<file path="src/rtl/time_edit_pkg.sv">
// time_edit_pkg -- shared types and defaults for the time editor.
//   state_t : editor FSM states
//   key_t   : decoded inc/dec key
//   DEF_*   : default moduli (24:60:60), reset time (08:00:00), repeat timing
//   rpt_cw  : repeat counter width for a given first-repeat delay
package time_edit_pkg;

  typedef enum logic {ST_IDLE, ST_EDIT} state_t;

  typedef enum logic [1:0] {KEY_NONE, KEY_INC, KEY_DEC} key_t;

  localparam logic [23:0] DEF_MOD      = {8'd24, 8'd60, 8'd60};
  localparam logic [23:0] DEF_RST_TIME = {8'd8, 8'd0, 8'd0};
  localparam int          DEF_RPT_DLY  = 500;
  localparam int          DEF_RPT_PER  = 100;

  function automatic int rpt_cw(input int dly);
    return $clog2(dly + 1);
  endfunction

  localparam int RPT_CW = rpt_cw(DEF_RPT_DLY);

endpackage

</file>
<file path="src/rtl/time_field_step.sv">
// time_field_step -- one modular time field with load, step and carry/borrow.
//   clk, rst       : clock, synchronous active-high reset (loads rst_val)
//   mod            : field modulus (>= 2); value is kept in [0, mod-1]
//   load/load_val  : snapshot, clamped to mod-1 if out of range
//   en, inc, dec   : local step request (en selects this field)
//   cin, bin       : carry/borrow from the next lower field
//   val            : registered field value
//   cout, bout     : this step wraps upward / downward
module time_field_step #(
  parameter int W = 8
) (
  input  logic         clk,
  input  logic         rst,
  input  logic [W-1:0] rst_val,
  input  logic [W-1:0] mod,
  input  logic         load,
  input  logic [W-1:0] load_val,
  input  logic         en,
  input  logic         inc,
  input  logic         dec,
  input  logic         cin,
  input  logic         bin,
  output logic [W-1:0] val,
  output logic         cout,
  output logic         bout
);

  logic [W-1:0] top_val;
  logic         at_max, at_zero, up, dn;

  assign top_val = mod - W'(1);
  assign at_max  = (val == top_val);
  assign at_zero = (val == '0);
  assign up      = (en & inc) | cin;
  assign dn      = (en & dec) | bin;
  assign cout    = up & at_max;
  assign bout    = dn & at_zero;

  always_ff @(posedge clk) begin
    if (rst)       val <= rst_val;
    else if (load) val <= (load_val >= mod) ? top_val : load_val;
    else if (up)   val <= at_max ? '0 : val + W'(1);
    else if (dn)   val <= at_zero ? top_val : val - W'(1);
  end

endmodule

</file>
<file path="src/rtl/time_edit.sv">
// time_edit -- multi-field time editor with cursor and held-key auto-repeat.
//   clk, rst      : clock, synchronous active-high reset
//   start         : snapshot cur_time and (re)enter edit
//   cur_time      : running time, field 0 = least significant
//   sel_next      : move cursor one field down (0 wraps to NF-1)
//   inc, dec      : debounced key levels
//   commit/cancel : leave edit, with or without commit_pulse
//   edit_time     : registered working value
//   cursor        : selected field
//   editing       : in EDIT state
//   modified      : a step happened since the last start
//   commit_pulse  : one-cycle strobe after commit
// Build option: TIME_EDIT_CARRY_EN ripples wraps into the next higher field.
// Assumes RPT_PER <= RPT_DLY so the repeat counter never leaves [0, RPT_DLY].
module time_edit
  import time_edit_pkg::*;
#(
  parameter int               NF       = 3,
  parameter int               W        = 8,
  parameter logic [NF*W-1:0]  MOD      = DEF_MOD,
  parameter logic [NF*W-1:0]  RST_TIME = DEF_RST_TIME,
  parameter int               RPT_DLY  = DEF_RPT_DLY,
  parameter int               RPT_PER  = DEF_RPT_PER,
  localparam int              CURW     = (NF > 1) ? $clog2(NF) : 1
) (
  input  logic                  clk,
  input  logic                  rst,
  input  logic                  start,
  input  logic [NF-1:0][W-1:0]  cur_time,
  input  logic                  sel_next,
  input  logic                  inc,
  input  logic                  dec,
  input  logic                  commit,
  input  logic                  cancel,
  output logic [NF-1:0][W-1:0]  edit_time,
  output logic [CURW-1:0]       cursor,
  output logic                  editing,
  output logic                  modified,
  output logic                  commit_pulse
);

  localparam int          CW         = rpt_cw(RPT_DLY);
  localparam logic [CW-1:0] CNT_HIT    = CW'(RPT_DLY);
  // After a repeat step, restart so the next hit is RPT_PER cycles later.
  localparam logic [CW-1:0] CNT_RELOAD = CW'(RPT_DLY - RPT_PER + 1);

  state_t        state_q, state_d;
  key_t          key, key_q;
  logic [CW-1:0] cnt;
  logic          in_edit, do_cancel, do_commit, do_start, do_sel, key_ok;
  logic          step, step_inc, step_dec;

  assign in_edit   = (state_q == ST_EDIT);
  assign do_cancel = in_edit & cancel;
  assign do_commit = in_edit & ~cancel & commit;
  assign do_start  = start & ~do_cancel & ~do_commit;
  assign do_sel    = in_edit & ~cancel & ~commit & ~start & sel_next;
  assign key_ok    = in_edit & ~cancel & ~commit & ~start & ~sel_next;

  always_comb begin
    key = KEY_NONE;
    if (inc & ~dec)      key = KEY_INC;
    else if (dec & ~inc) key = KEY_DEC;
  end

  // Step on the first active cycle of a key (including a direct inc<->dec
  // swap) and whenever the repeat counter reaches its hit value.
  assign step     = key_ok && (key != KEY_NONE) && ((key != key_q) || (cnt == CNT_HIT));
  assign step_inc = step && (key == KEY_INC);
  assign step_dec = step && (key == KEY_DEC);

  always_comb begin
    state_d = state_q;
    case (state_q)
      ST_IDLE: if (start) state_d = ST_EDIT;
      ST_EDIT: if (cancel || commit) state_d = ST_IDLE;
      default: state_d = ST_IDLE;
    endcase
  end

  always_ff @(posedge clk) begin
    if (rst) begin
      state_q      <= ST_IDLE;
      key_q        <= KEY_NONE;
      cnt          <= '0;
      cursor       <= CURW'(NF - 1);
      modified     <= 1'b0;
      commit_pulse <= 1'b0;
    end else begin
      state_q      <= state_d;
      key_q        <= key;
      commit_pulse <= do_commit;

      if (do_start)    cursor <= CURW'(NF - 1);
      else if (do_sel) cursor <= (cursor == '0) ? CURW'(NF - 1) : cursor - CURW'(1);

      if (do_start || do_cancel) modified <= 1'b0;
      else if (step)             modified <= 1'b1;

      if (!key_ok || key == KEY_NONE) cnt <= '0;
      else if (key != key_q)          cnt <= CW'(1);
      else if (cnt == CNT_HIT)        cnt <= CNT_RELOAD;
      else                            cnt <= cnt + CW'(1);
    end
  end

  assign editing = in_edit;

  // Carry/borrow chain: cy[i]/bw[i] come out of field i-1.
  logic [NF:0]   cy, bw;
  logic [NF-1:0] cin, bin;

  assign cy[0] = 1'b0;
  assign bw[0] = 1'b0;

  for (genvar i = 0; i < NF; i++) begin : g_fld
    time_field_step #(.W(W)) u_fld (
      .clk      (clk),
      .rst      (rst),
      .rst_val  (RST_TIME[i*W +: W]),
      .mod      (MOD[i*W +: W]),
      .load     (do_start),
      .load_val (cur_time[i]),
      .en       (cursor == CURW'(i)),
      .inc      (step_inc),
      .dec      (step_dec),
      .cin      (cin[i]),
      .bin      (bin[i]),
      .val      (edit_time[i]),
      .cout     (cy[i+1]),
      .bout     (bw[i+1])
    );
`ifdef TIME_EDIT_CARRY_EN
    assign cin[i] = cy[i];
    assign bin[i] = bw[i];
`else
    assign cin[i] = 1'b0;
    assign bin[i] = 1'b0;
`endif
  end

  // Top-field carry out (and the whole chain without carry) goes nowhere.
  logic unused_cy;
  assign unused_cy = ^{cy, bw};

endmodule

</file>
<file path="config.mk">
export PLATFORM = sky130hd
export DESIGN_NAME = time_edit
export DESIGN_NICKNAME = d
export VERILOG_FILES = /design/src/rtl/time_edit_pkg.sv /design/src/rtl/time_field_step.sv /design/src/rtl/time_edit.sv
export SDC_FILE = /design/constraint.sdc
export NUM_CORES = 1
export LEC_CHECK = 0
export CAP_MARGIN = 20
export CORE_ASPECT_RATIO = 0.7
export CORE_MARGIN = 4
export CORE_UTILIZATION = 23
export DETAILED_ROUTE_END_ITERATION = 10
export SLEW_MARGIN = 20
export SYNTH_ARGS = -nofsm -noshare
export SYNTH_HDL_FRONTEND = slang
export SYNTH_SLANG_ARGS = --single-unit
</file>
<file path="constraint.sdc">
create_clock -name clk -period 2.6 [get_ports clk]
set_input_delay 0.78 -clock clk [delete_from_list [all_inputs] [get_ports clk]]
set_output_delay 0.78 -clock clk [all_outputs]
set_load 0.01 [all_outputs]
</file>
Yosys cells after proc, flatten, opt, wreduce, memory -nomap -nowiden
Cells that the tools add are included.
{"block": "word_totals", "inputBits": 32, "ff_bits": 40, "wordCells": 106}
{"block": "op_classes", "n_eq_ne": 9, "addsub": 8, "n_bitwise": 26, "muxes": 26, "n_lt_le_gt_ge": 3, "n_reduce_logical": 23}
{"operator": "two-way mux 8 bit", "count": 18}
{"operator": "adder 8 x 1 -> 8 bit, second input constant", "count": 3}
{"operator": "logical NOT 8 bit", "count": 3}
{"operator": "subtractor 8 x 1 -> 8 bit, second input constant", "count": 3}
{"operator": "bitwise AND 1 bit", "count": 17}
{"operator": "equality test 8 x 6 -> 1 bit, second input constant", "count": 2}
{"operator": "greater-or-equal comparator 8 x 6 -> 1 bit, second input constant", "count": 2}
{"operator": "adder 9 x 1 -> 9 bit, second input constant", "count": 1}
{"operator": "equality test 9 bit, second input constant", "count": 1}
{"operator": "two-way mux 9 bit", "count": 1}
{"operator": "NOT 1 bit", "count": 9}
{"operator": "nonzero test 3 bit", "count": 3}
{"operator": "equality test 8 x 5 -> 1 bit, second input constant", "count": 1}
{"operator": "greater-or-equal comparator 8 x 5 -> 1 bit, second input constant", "count": 1}
{"operator": "two-way mux 2 bit", "count": 3}
{"operator": "OR reduction 2 bit", "count": 3}
{"operator": "equality test 2 x 1 -> 1 bit, second input constant", "count": 2}
{"operator": "equality test 2 bit, second input constant", "count": 2}
{"operator": "logical AND 1 bit", "count": 4}
{"operator": "logical NOT 2 bit", "count": 2}
{"operator": "logical OR 1 bit", "count": 4}
{"operator": "OR reduction 4 bit", "count": 1}
{"operator": "two-way mux 1 bit", "count": 3}
{"operator": "OR reduction 3 bit", "count": 1}
{"operator": "other kinds (5)", "count": 5}

Longest topological paths before layout
Gate-level depths: netlist (run 1).
{"block": "logic_depth", "depth_word": 12, "ltp_mapped": 10, "depth_no_buf": 8}

Cells and area by module
From an unflattened synthesis (run 1), not the netlist that was laid out.
{"block": "hier_totals", "cells_unflattened": 621, "hier_area_um2": 5148.7}
{"mod": "time_field_step (g_fld[1].u_fld ...)", "cells_each": 179, "seq_area_each_um2": 240.2, "area_per_inst_um2": 1452.6, "n_inst": 2}
{"mod": "time_field_step (g_fld[0].u_fld)", "cells_each": 170, "seq_area_each_um2": 240.2, "area_per_inst_um2": 1411.4, "n_inst": 1}
{"mod": "time_edit", "cells_each": 93, "seq_area_each_um2": 320.3, "area_per_inst_um2": 832.0, "n_inst": 1}

Worst setup path before layout (run 1)
No wires, ideal clock.
{"block": "synth_timing", "path_kind": "in2reg", "from": "input port inc", "to": "register g_fld[2].u_fld.val[1]", "slack_ns": 0.132, "required_ns": 2.467, "stages": 10, "arrival_ns": 2.335, "setup_ns": 0.133, "n_path_buf": 2, "path_cell_list": "inv_1 -> ha_1 -> xnor2_1 -> nand2_1 -> buf_2 -> o2111a_1 -> buf_4 -> and3_1 -> o31ai_1 -> a31oi_1"}
{"block": "synth_between", "elab_chain_cells": 11, "elab_cells_between_ends": 19, "classes_between": "3 x eq/ne; 4 x mux; 5 x bitwise; 7 x reduce/logical"}
{"element": "from (decl)", "line": "time_edit.sv:31", "rtl": "input logic inc,"}
{"element": "NOT 1 bit", "line": "time_edit.sv:63", "rtl": "else if (dec & ~inc) key = KEY_DEC;"}
{"element": "bitwise AND 1 bit", "line": "time_edit.sv:63"}
{"element": "two-way mux 2 bit", "line": "time_edit.sv:63"}
{"element": "two-way mux 2 bit (*)", "line": "time_edit.sv:62", "rtl": "if (inc & ~dec) key = KEY_INC;"}
{"element": "named net key[1]", "line": "time_edit.sv:48", "rtl": "key_t key, key_q;"}
{"element": "!= test 2 bit or nonzero test 2 bit (tied branches)", "line": "time_edit.sv:68", "rtl": "assign step = key_ok && (key != KEY_NONE) && ((key != key_q) || (cnt == CNT_HIT));"}
{"element": "logical OR 1 bit or logical AND 1 bit (tied branches)", "line": "time_edit.sv:68"}
{"element": "logical AND 1 bit", "line": "time_edit.sv:68"}
{"element": "logical AND 1 bit", "line": "time_edit.sv:69", "rtl": "assign step_inc = step && (key == KEY_INC);"}
{"element": "bitwise AND 1 bit", "line": "time_field_step.sv:34", "rtl": "assign up = (en & inc) | cin;"}
{"element": "two-way mux 8 bit", "line": "time_field_step.sv:42", "rtl": "else if (up) val <= at_max ? '0 : val + W'(1);"}
{"element": "two-way mux 8 bit", "line": "time_field_step.sv:41", "rtl": "else if (load) val <= (load_val >= mod) ? top_val : load_val;"}
{"element": "to (signal assigned)", "line": "time_field_step.sv:41"}
{"element": "to (signal assigned)", "line": "time_field_step.sv:42"}
{"element": "to (signal assigned)", "line": "time_field_step.sv:43", "rtl": "else if (dn) val <= at_zero ? top_val : val - W'(1);"}
{"element": "to (decl)", "line": "time_field_step.sv:23", "rtl": "output logic [W-1:0] val,"}
The timed path passes the listed nets; every way through them passes the cells marked *.
A chain may end at the register's enable or synchronous reset.

Final worst setup path (run 1)
{"block": "layout_timing", "from": "input port inc", "to": "register g_fld[2].u_fld.val[5]"}
The elaborated chain is that of the path after synthesis.

==> results.json, run 1 <==
{
  "status": "completed",
  "hold_viol_final": 0,
  "multi_input_area_mm2": 0.00233,
  "die-area_mm2": 0.0162,
  "syn2layout_area_growth_pct": 40.0,
  "pwr-share-comb_pct": 29.6,
  "htreeDepth": 2,
  "power_leakage_nw": 1.74,
  "seqCellArea_um2": 801,
  "drc_errors": 0,
  "synth_nets": 474,
  "critical_path.slowest_cell": "or3_1",
  "setup_viol": 0,
  "critPathRequiredTime_ns": 2.81,
  "io_buffers": 60,
  "drt_first_pass_iters": 5,
  "setup_tns_ns": 0,
  "grt_pass1_vias": 3336,
  "core-area_mm2": 0.0139,
  "netSwitchingPower_mw": 0.601,
  "grt_util_all_layers_pct": 12.7,
  "ys_warn_count": 0,
  "critical_path_class": "primary input to flip-flop",
  "p_clk_share_pct": 33.2,
  "critPathArrivalTime_ns": 2.74,
  "synth_ff_type": "dfxtp_1",
  "rsz0062_at_grt": "true",
  "die_w_um": 150,
  "ys_ff_latch": 40,
  "reg2reg_depth": 10,
  "max-cap-violations": 0,
  "hold_ws_ns": 0.524,
  "pwr_density_cell_mw_per_mm2": 418,
  "drtIter0Drc": 337,
  "grt_overflow": 0,
  "max_stage_delay_ns": 0.36,
  "syn_area_per_cell_um2": 7.68,
  "netSwitchingFraction_pct": 31.5,
  "cts_hold_buffers": 0,
  "wl_per_cell_um": 14.7,
  "synth_cells": 424,
  "slew_headroom_pct": 52.4,
  "globalplace.congestion": 0.890,
  "cp_cell_sequence": "clkdlybuf4s15_1 > inv_1 > ha_1 > xnor2_2 > nand2_2 > o2111a_2 > or3_1 > a22o_1 > o21ai_1",
  "setup_ws_ns": 0.0726,
  "ctsRootBufferMaster": "clkbuf_16",
  "max_freq_mhz": 396,
  "ir_worst_vdd_mv": 0.235,
  "pwr-share-seq_pct": 37.1,
  "cts_sinks": 40,
  "rows": 36,
  "clock_skew_ns": 0.00490,
  "cts_tree": "yes",
  "path_max_fanout": 6,
  "ys_async_sr_fraction_pct": 0,
  "synth_area_mm2": 0.00326,
  "post_drt_via_cell_ratio": 4.99,
  "synth-edff-count": 0,
  "min_period_ns": 2.53,
  "synth_cell_types": 69,
  "insertion_delay_ns": 0.28,
  "num_vias": 3520,
  "seq_area_frac_synth_pct": 24.6,
  "antenna_found_initial": 0,
  "pin_count": 61,
  "drv_slew": 0,
  "clock_path_buffers": 2,
  "min_path_cells": 1,
  "pre_cts_ws_ns": -0.627,
  "worst_setup_path_start_kind": "primary input",
  "hp-class": "flip-flop to flip-flop",
  "cts.clk_slew.worst_paths_ns": 0.06,
  "intPower_mw": 1.31,
  "fin_crit_sh_pct": 97.2,
  "nFillCells": 1501,
  "insertedDiodeCount": 0,
  "endpoint_kind": "flip-flop",
  "start_util_pct": 23.5,
  "chipHeight_um": 108,
  "fin_nets": 565,
  "detail-route-antenna-nets": 0,
  "wl_um": 10400,
  "grt_max_degree": 16,
  "drive_above_1_share_pct": 17.1,
  "cts_buffers": 5,
  "hpwl_um": 8060,
  "grt_first_pass_wirelength_um": 16800,
  "max_slew.worst_pin.slew_ns": 0.708
}
-- layout by cell type (no fill, tap or decap), types with 4 or more instances in the layout --
| cell | count |
|---|---|
| o21ai_0 | 15 |
| a21oi_1 | 16 |
| nand4_1 | 4 |
| nand2_1 | 37 |
| xnor2_1 | 8 |
| clkbuf_16 | 5 |
| mux2i_1 | 11 |
| ha_1 | 17 |
| a311oi_1 | 4 |
| nand3b_1 | 5 |
| and2_1 | 5 |
| and3_1 | 4 |
| buf_4 | 47 |
| xor2_1 | 8 |
| o31ai_1 | 8 |
| o32ai_1 | 4 |
| nor3_1 | 21 |
| or3_1 | 8 |
| dlygate4sd2_1 | 4 |
| a211oi_1 | 9 |
| nor2b_1 | 4 |
| inv_1 | 18 |
| nand3_1 | 24 |
| o22ai_1 | 5 |
| nor2_1 | 46 |
| o211ai_1 | 5 |
| clkdlybuf4s50_1 | 55 |
| dfxtp_1 | 40 |
-- final cells by class --
cell class              count  area share [%]
flip-flops and latches     40            17.6
clock buffers               6            3.05
repair buffers            109            21.5
inverters                  18            1.48
multi-input cells         341            51.0
well taps                 190            5.21
clock inverters             2           0.219
-- power by group through the flow --
stage | clock network (mW) | registers, mW | logic [mW]
floorplan | 0 | 0.694 | 0.333
global placement | 0 | 0.716 | 0.538
detailed placement | 0 | 0.719 | 0.547
CTS | 0.649 | 0.706 | 0.555
global route | 0.675 | 0.713 | 0.623
finish | 0.633 | 0.708 | 0.565
-- final timing paths --
path	end	start	slack, ns
hold / removal	cnt[0]	cnt[0]	0.52
setup reg to reg	g_fld[1].u_fld.val[4]	cnt[0]	0.13
setup / recovery	g_fld[2].u_fld.val[5]	inc	0.07
hold reg to reg	cnt[0]	cnt[0]	0.52
-- metrics by stage --
step / util (%) / power, mW / instances / area, µm²
6_report: 32.9 / 1.91 / 706 / 4560
2_1_floorplan: - / 1.03 / 424 / 3260
5_1_grt: 32.9 / 2.01 / 706 / 4560
3_3_place_gp: 31.2 / 1.25 / 695 / 4330
4_1_cts: 32.6 / 1.91 / 705 / 4530
3_5_place_dp: 31.2 / 1.27 / 695 / 4330
-- per-layer routing --
layer	share of wire, %	track usage [%]	vias to the layer above	routed length [µm]
li1	-	-	1746	-
met1	52	19.1	1629	5370
met2	40	18.3	135	4160
met3	7.5	3.70	10	781
met4	0.66	1.70	0	68
met5	0	0	-	0
-- Yosys cell counts, types with 4 or more instances --
| library cell | count | area share [%] |
|---|---|---|
| dfxtp_1 | 40 | 25 |
| nand2_1 | 38 | 4.4 |
| o211ai_1 | 5 | 1.2 |
| and3_1 | 4 | 0.77 |
| a211oi_1 | 9 | 2.1 |
| nor2b_1 | 4 | 0.77 |
| and2_1 | 6 | 1.2 |
| a311oi_1 | 4 | 1.1 |
| ha_1 | 18 | 6.9 |
| xor2_1 | 8 | 2.2 |
| xnor2_1 | 10 | 2.7 |
| o22ai_1 | 5 | 0.96 |
| nand3b_1 | 5 | 1.2 |
| o21ai_0 | 16 | 2.5 |
| nor2_1 | 48 | 5.5 |
| a21oi_1 | 16 | 2.5 |
| nand4_1 | 4 | 0.77 |
| nand3_1 | 24 | 3.7 |
| clkbuf_1 | 18 | 2.1 |
| inv_1 | 18 | 2.1 |
| or3_1 | 8 | 1.5 |
| nor3_1 | 23 | 3.5 |
| o31ai_1 | 8 | 1.8 |
| o32ai_1 | 4 | 1.1 |
| mux2i_1 | 11 | 3.4 |
-- flip-flops by register name, indices dropped and copies added, names as in the netlist --
signal,count
key_q,2
modified,1
editing,1
commit_pulse,1
cnt,9
cursor,2
g_fld.u_fld.val,24
-- logic make-up after synthesis --
kind of cell	after synthesis	synth area share, %
and+or+nand+nor	187	29.7
AOI/OAI and AO/OA	106	24.6
buffers and inverters	44	5.99
DFF	40	24.6
xor gates and xnor gates	18	4.84
adders and majority gates	18	6.92
muxes	11	3.38
-- what timing repair did --
item                       4_1_cts  5_1_grt
setup buffers                    1        1
pin swaps                        4        1
setup endpoints to repair       25       10
hold endpoints to repair         0        0
gates cloned                     1        0
gates resized for setup         16        7
-- worst max-delay path: cells and delay by family --
| kind | cells | cell delay, ns |
|---|---|---|
| simple gates | 2 | 0.51 |
| fa+ha+maj | 1 | 0.24 |
| compound gates | 3 | 0.68 |
| xor+xnor | 1 | 0.25 |
| buf+inv | 2 | 0.29 |
No activity file was read; power rests on OpenSTA's default activity.
==> inputs of run 2 (changes only) <==
--- a/config.mk
+++ b/config.mk
@@ -5,6 +5,7 @@
 export SDC_FILE = /design/constraint.sdc
 export NUM_CORES = 1
 export LEC_CHECK = 0
+export ABC_AREA = 1
 export CAP_MARGIN = 20
 export CORE_ASPECT_RATIO = 0.7
 export CORE_MARGIN = 4
==> run 2 against run 1 <==
Largest cell class unchanged. Sequential power decreased by 1%. Hold slack got worse by 0.028 ns. Die area increased by 6.0%. Critical endpoint is now g_fld[0].u_fld.val[7]. Sequential share of layout area decreased by 0.44 points. Synthesized area increased by 6.4%. Clock power increased by 13%. Critical path depth increased by 5. Register-to-register slack improved by 0.72 ns.
==> results.json, run 2 <==
{
  "cts_hold_buffers": 0,
  "ys_warn_count": 0,
  "ctsRootBufferMaster": "clkbuf_16",
  "synth_ff_type": "dfxtp_1",
  "setup_ws_ns": 0.202,
  "critPathArrivalTime_ns": 2.58,
  "grt_max_degree": 17,
  "drive_above_1_share_pct": 13.9,
  "chipHeight_um": 111,
  "synth_area_mm2": 0.00347,
  "critPathRequiredTime_ns": 2.78,
  "wl_um": 10100,
  "setup_viol": 0,
  "top_regs": "g_fld.u_fld.val (24), cnt (9)",
  "regMostFlops": "g_fld.u_fld.val",
  "ff2ff_setup_slack_ns": 0.85,
  "endpoint_kind": "flip-flop",
  "grt_pass1_vias": 3218,
  "hold_viol_final": 0,
  "antenna_found_initial": 0,
  "cts.clk_slew.worst_paths_ns": 0.06,
  "min_path_cells": 2,
  "io_buffers": 60,
  "rsz0062_at_grt": "false",
  "seq_area_frac_synth_pct": 23.1,
  "pre_cts_ws_ns": -0.218,
  "globalplace.congestion": 0.957,
  "place_inst": 815,
  "synth-edff-count": 0,
  "detail-route-antenna-nets": 0,
  "yosys.area.top_type_share_pct": 23.1,
  "min_period_ns": 2.40,
  "min_from": "modified",
  "power_leakage_nw": 2.16,
  "yosys-top-cells-count": "131 x nand2_1, 77 x inv_1, 64 x nor2_1",
  "synth_nets": 596,
  "path_max_fanout": 8,
  "grt_util_all_layers_pct": 11.5,
  "cts_buffers": 5,
  "grt_first_pass_wirelength_um": 16400,
  "insertedDiodeCount": 0,
  "yosysMostFrequentCell": "nand2_1",
  "yosysTopAreaCell": "dfxtp_1",
  "num_vias": 3627,
  "reg2reg_depth": 11,
  "nFillCells": 1616,
  "regToRegEndpoint": "g_fld[0].u_fld.val[6]",
  "layout_commonest_cell": "nand2_1",
  "post_drt_via_cell_ratio": 4.39,
  "ys_ff_latch": 40,
  "insertion_delay_ns": 0.29,
  "synth_cells": 546,
  "placed_area_mm2": 0.00445,
  "power_mw": 2.02,
  "timing.rr.start": "g_fld[0].u_fld.val[0]",
  "final_cell_mix": "128 x nand2_1, 76 x inv_1, 63 x nor2_1, 59 x clkdlybuf4s50_1, 51 x nand3_1",
  "grt_overflow": 0,
  "htreeDepth": 2,
  "clock_skew_ns": 0.00499,
  "final_area_mm2": 0.00468,
  "die-area_mm2": 0.0171,
  "hp-class": "flip-flop to flip-flop",
  "pin_count": 61,
  "fin_cells": 826,
  "start_util_pct": 23.5,
  "worst_setup_path_start_kind": "primary input",
  "syn2layout_area_growth_pct": 35.0,
  "min_to": "modified",
  "largest_reg_flops": 24,
  "drtIter0Drc": 312,
  "wl_per_cell_um": 12.2,
  "max_stage_delay_ns": 0.50,
  "clock_path_buffers": 2,
  "drv_slew": 0,
  "hpwl_um": 8100,
  "ir_worst_vdd_mv": 0.299,
  "max-cap-violations": 0,
  "fin_crit_sh_pct": 92.2,
  "core-area_mm2": 0.0147,
  "cts_sinks": 40,
  "syn_area_per_cell_um2": 6.35,
  "rows": 37,
  "ys_async_sr_fraction_pct": 0,
  "die_w_um": 155,
  "cp_cell_sequence": "clkdlybuf4s50_1 > inv_1 > ha_1 > inv_1 > nand2_1 > nand2_2 > nor2_4 > nand2_8 > nand3_4 > nor2_8 > buf_4 > nand2_1 > nand3_1 > a21oi_1",
  "drc_errors": 0,
  "status": "completed",
  "synth_cell_types": 39,
  "netlist_top_cells_area": "dfxtp_1 23%, nand2_1 14%, inv_1 8.3%",
  "critical_path_class": "primary input to flip-flop",
  "max_freq_mhz": 417,
  "max_slew.worst_pin.slew_ns": 0.397,
  "fin_nets": 680,
  "slew_headroom_pct": 73.3,
  "pwr_density_cell_mw_per_mm2": 432,
  "critical_path.slowest_cell": "clkdlybuf4s50_1",
  "drt_first_pass_iters": 5,
  "cts_tree": "yes"
}
-- run 2: changes by cell type in the layout (fill, tap and decap cells not counted), sizes merged, moves of 10 or more --
cell | before | now
buf | 49 | 27
a211oi | 10 | 0
nor3 | 23 | 10
nand3 | 24 | 54
nor2 | 49 | 77
o21ai | 18 | 35
nand2 | 40 | 138
a21oi | 16 | 36
mux2i | 11 | 0
inv | 18 | 83
-- run 2: layout make-up --
cell class                      count  area (µm²)  area share [%]
Tap cell                          195         244            5.22
Sequential cell                    40         801            17.1
Inverter                           83         312            6.66
Clock inverter                      3        47.5            1.02
Timing Repair Buffer               87         831            17.8
Multi-Input combinational cell    413        2320            49.6
Clock buffer                        5         125            2.67
-- run 2: worst max-delay path by stage --
| stage | slack [ns] | end | from | depth (start not counted) |
|---|---|---|---|---|
| after global placement | -0.17 | g_fld[0].u_fld.val[0] | inc | 13 |
| after CTS | 0.09 | g_fld[0].u_fld.val[1] | inc | 12 |
| after global routing | 0.03 | g_fld[0].u_fld.val[1] | dec | 13 |
| final | 0.20 | g_fld[0].u_fld.val[7] | dec | 14 |
| after detailed placement | -0.22 | g_fld[0].u_fld.val[0] | inc | 13 |
| after floorplan | 0.47 | g_fld[0].u_fld.val[0] | inc | 12 |
-- run 2: routing by layer --
layer  GRT usage (%)  wire length, µm
met1            18.1             5450
met2            16.0             4020
met3            2.65              564
met4            2.00               67
met5               0                0
-- run 2: where the power goes --
group	leakage (nW)	switching, mW	internal (mW)
Combinational	1.75	0.335	0.268
Clock	0.0840	0.262	0.456
Sequential	0.327	0.0564	0.643
-- run 2: timing repair --
action,CTS,global route
setup buffers,0,2
gates resized for setup,0,9
setup endpoints to repair,0,24
-- run 2: worst max-delay path: cells and delay by family --
kind / cells / cell delay, ns
AND/OR/NAND/NOR: 8 / 0.77
buffers and inverters: 4 / 0.77
adder cells (fa/ha/maj): 1 / 0.19
AO/OA/AOI/OAI: 1 / 0.06
-- run 2: cells by family (layout without fill, tap and decap cells) --
group / count (synthesis) / after routing / share of synthesized area [%]
fa+ha+maj: 18 / 18 / 6.50
buf+inv: 94 / 178 / 11.0
flops: 40 / 40 / 23.1
compound gates: 78 / 78 / 12.7
xor+xnor: 16 / 16 / 4.04
simple gates: 300 / 301 / 42.7
-- run 2: per-stage QoR --
step           util [%]  hold WS (ns)  TNS (ns)
3_3_place_gp       30.3         0.480     -3.70
4_1_cts            31.4         0.498         0
6_report           31.8         0.496         0
3_5_place_dp       30.3         0.482     -5.30
5_1_grt            31.8         0.521         0
2_1_floorplan         -         0.436         0
==> inputs of run 3 (changes only) <==
--- a/config.mk
+++ b/config.mk
@@ -11,6 +11,7 @@
 export CORE_MARGIN = 4
 export CORE_UTILIZATION = 23
 export DETAILED_ROUTE_END_ITERATION = 10
+export SKIP_CTS_REPAIR_TIMING = 1
 export SLEW_MARGIN = 20
 export SYNTH_ARGS = -nofsm -noshare
 export SYNTH_HDL_FRONTEND = slang
==> results of run 3 <==
No change in the layout: final DEF, timing and power equal those of run 2.
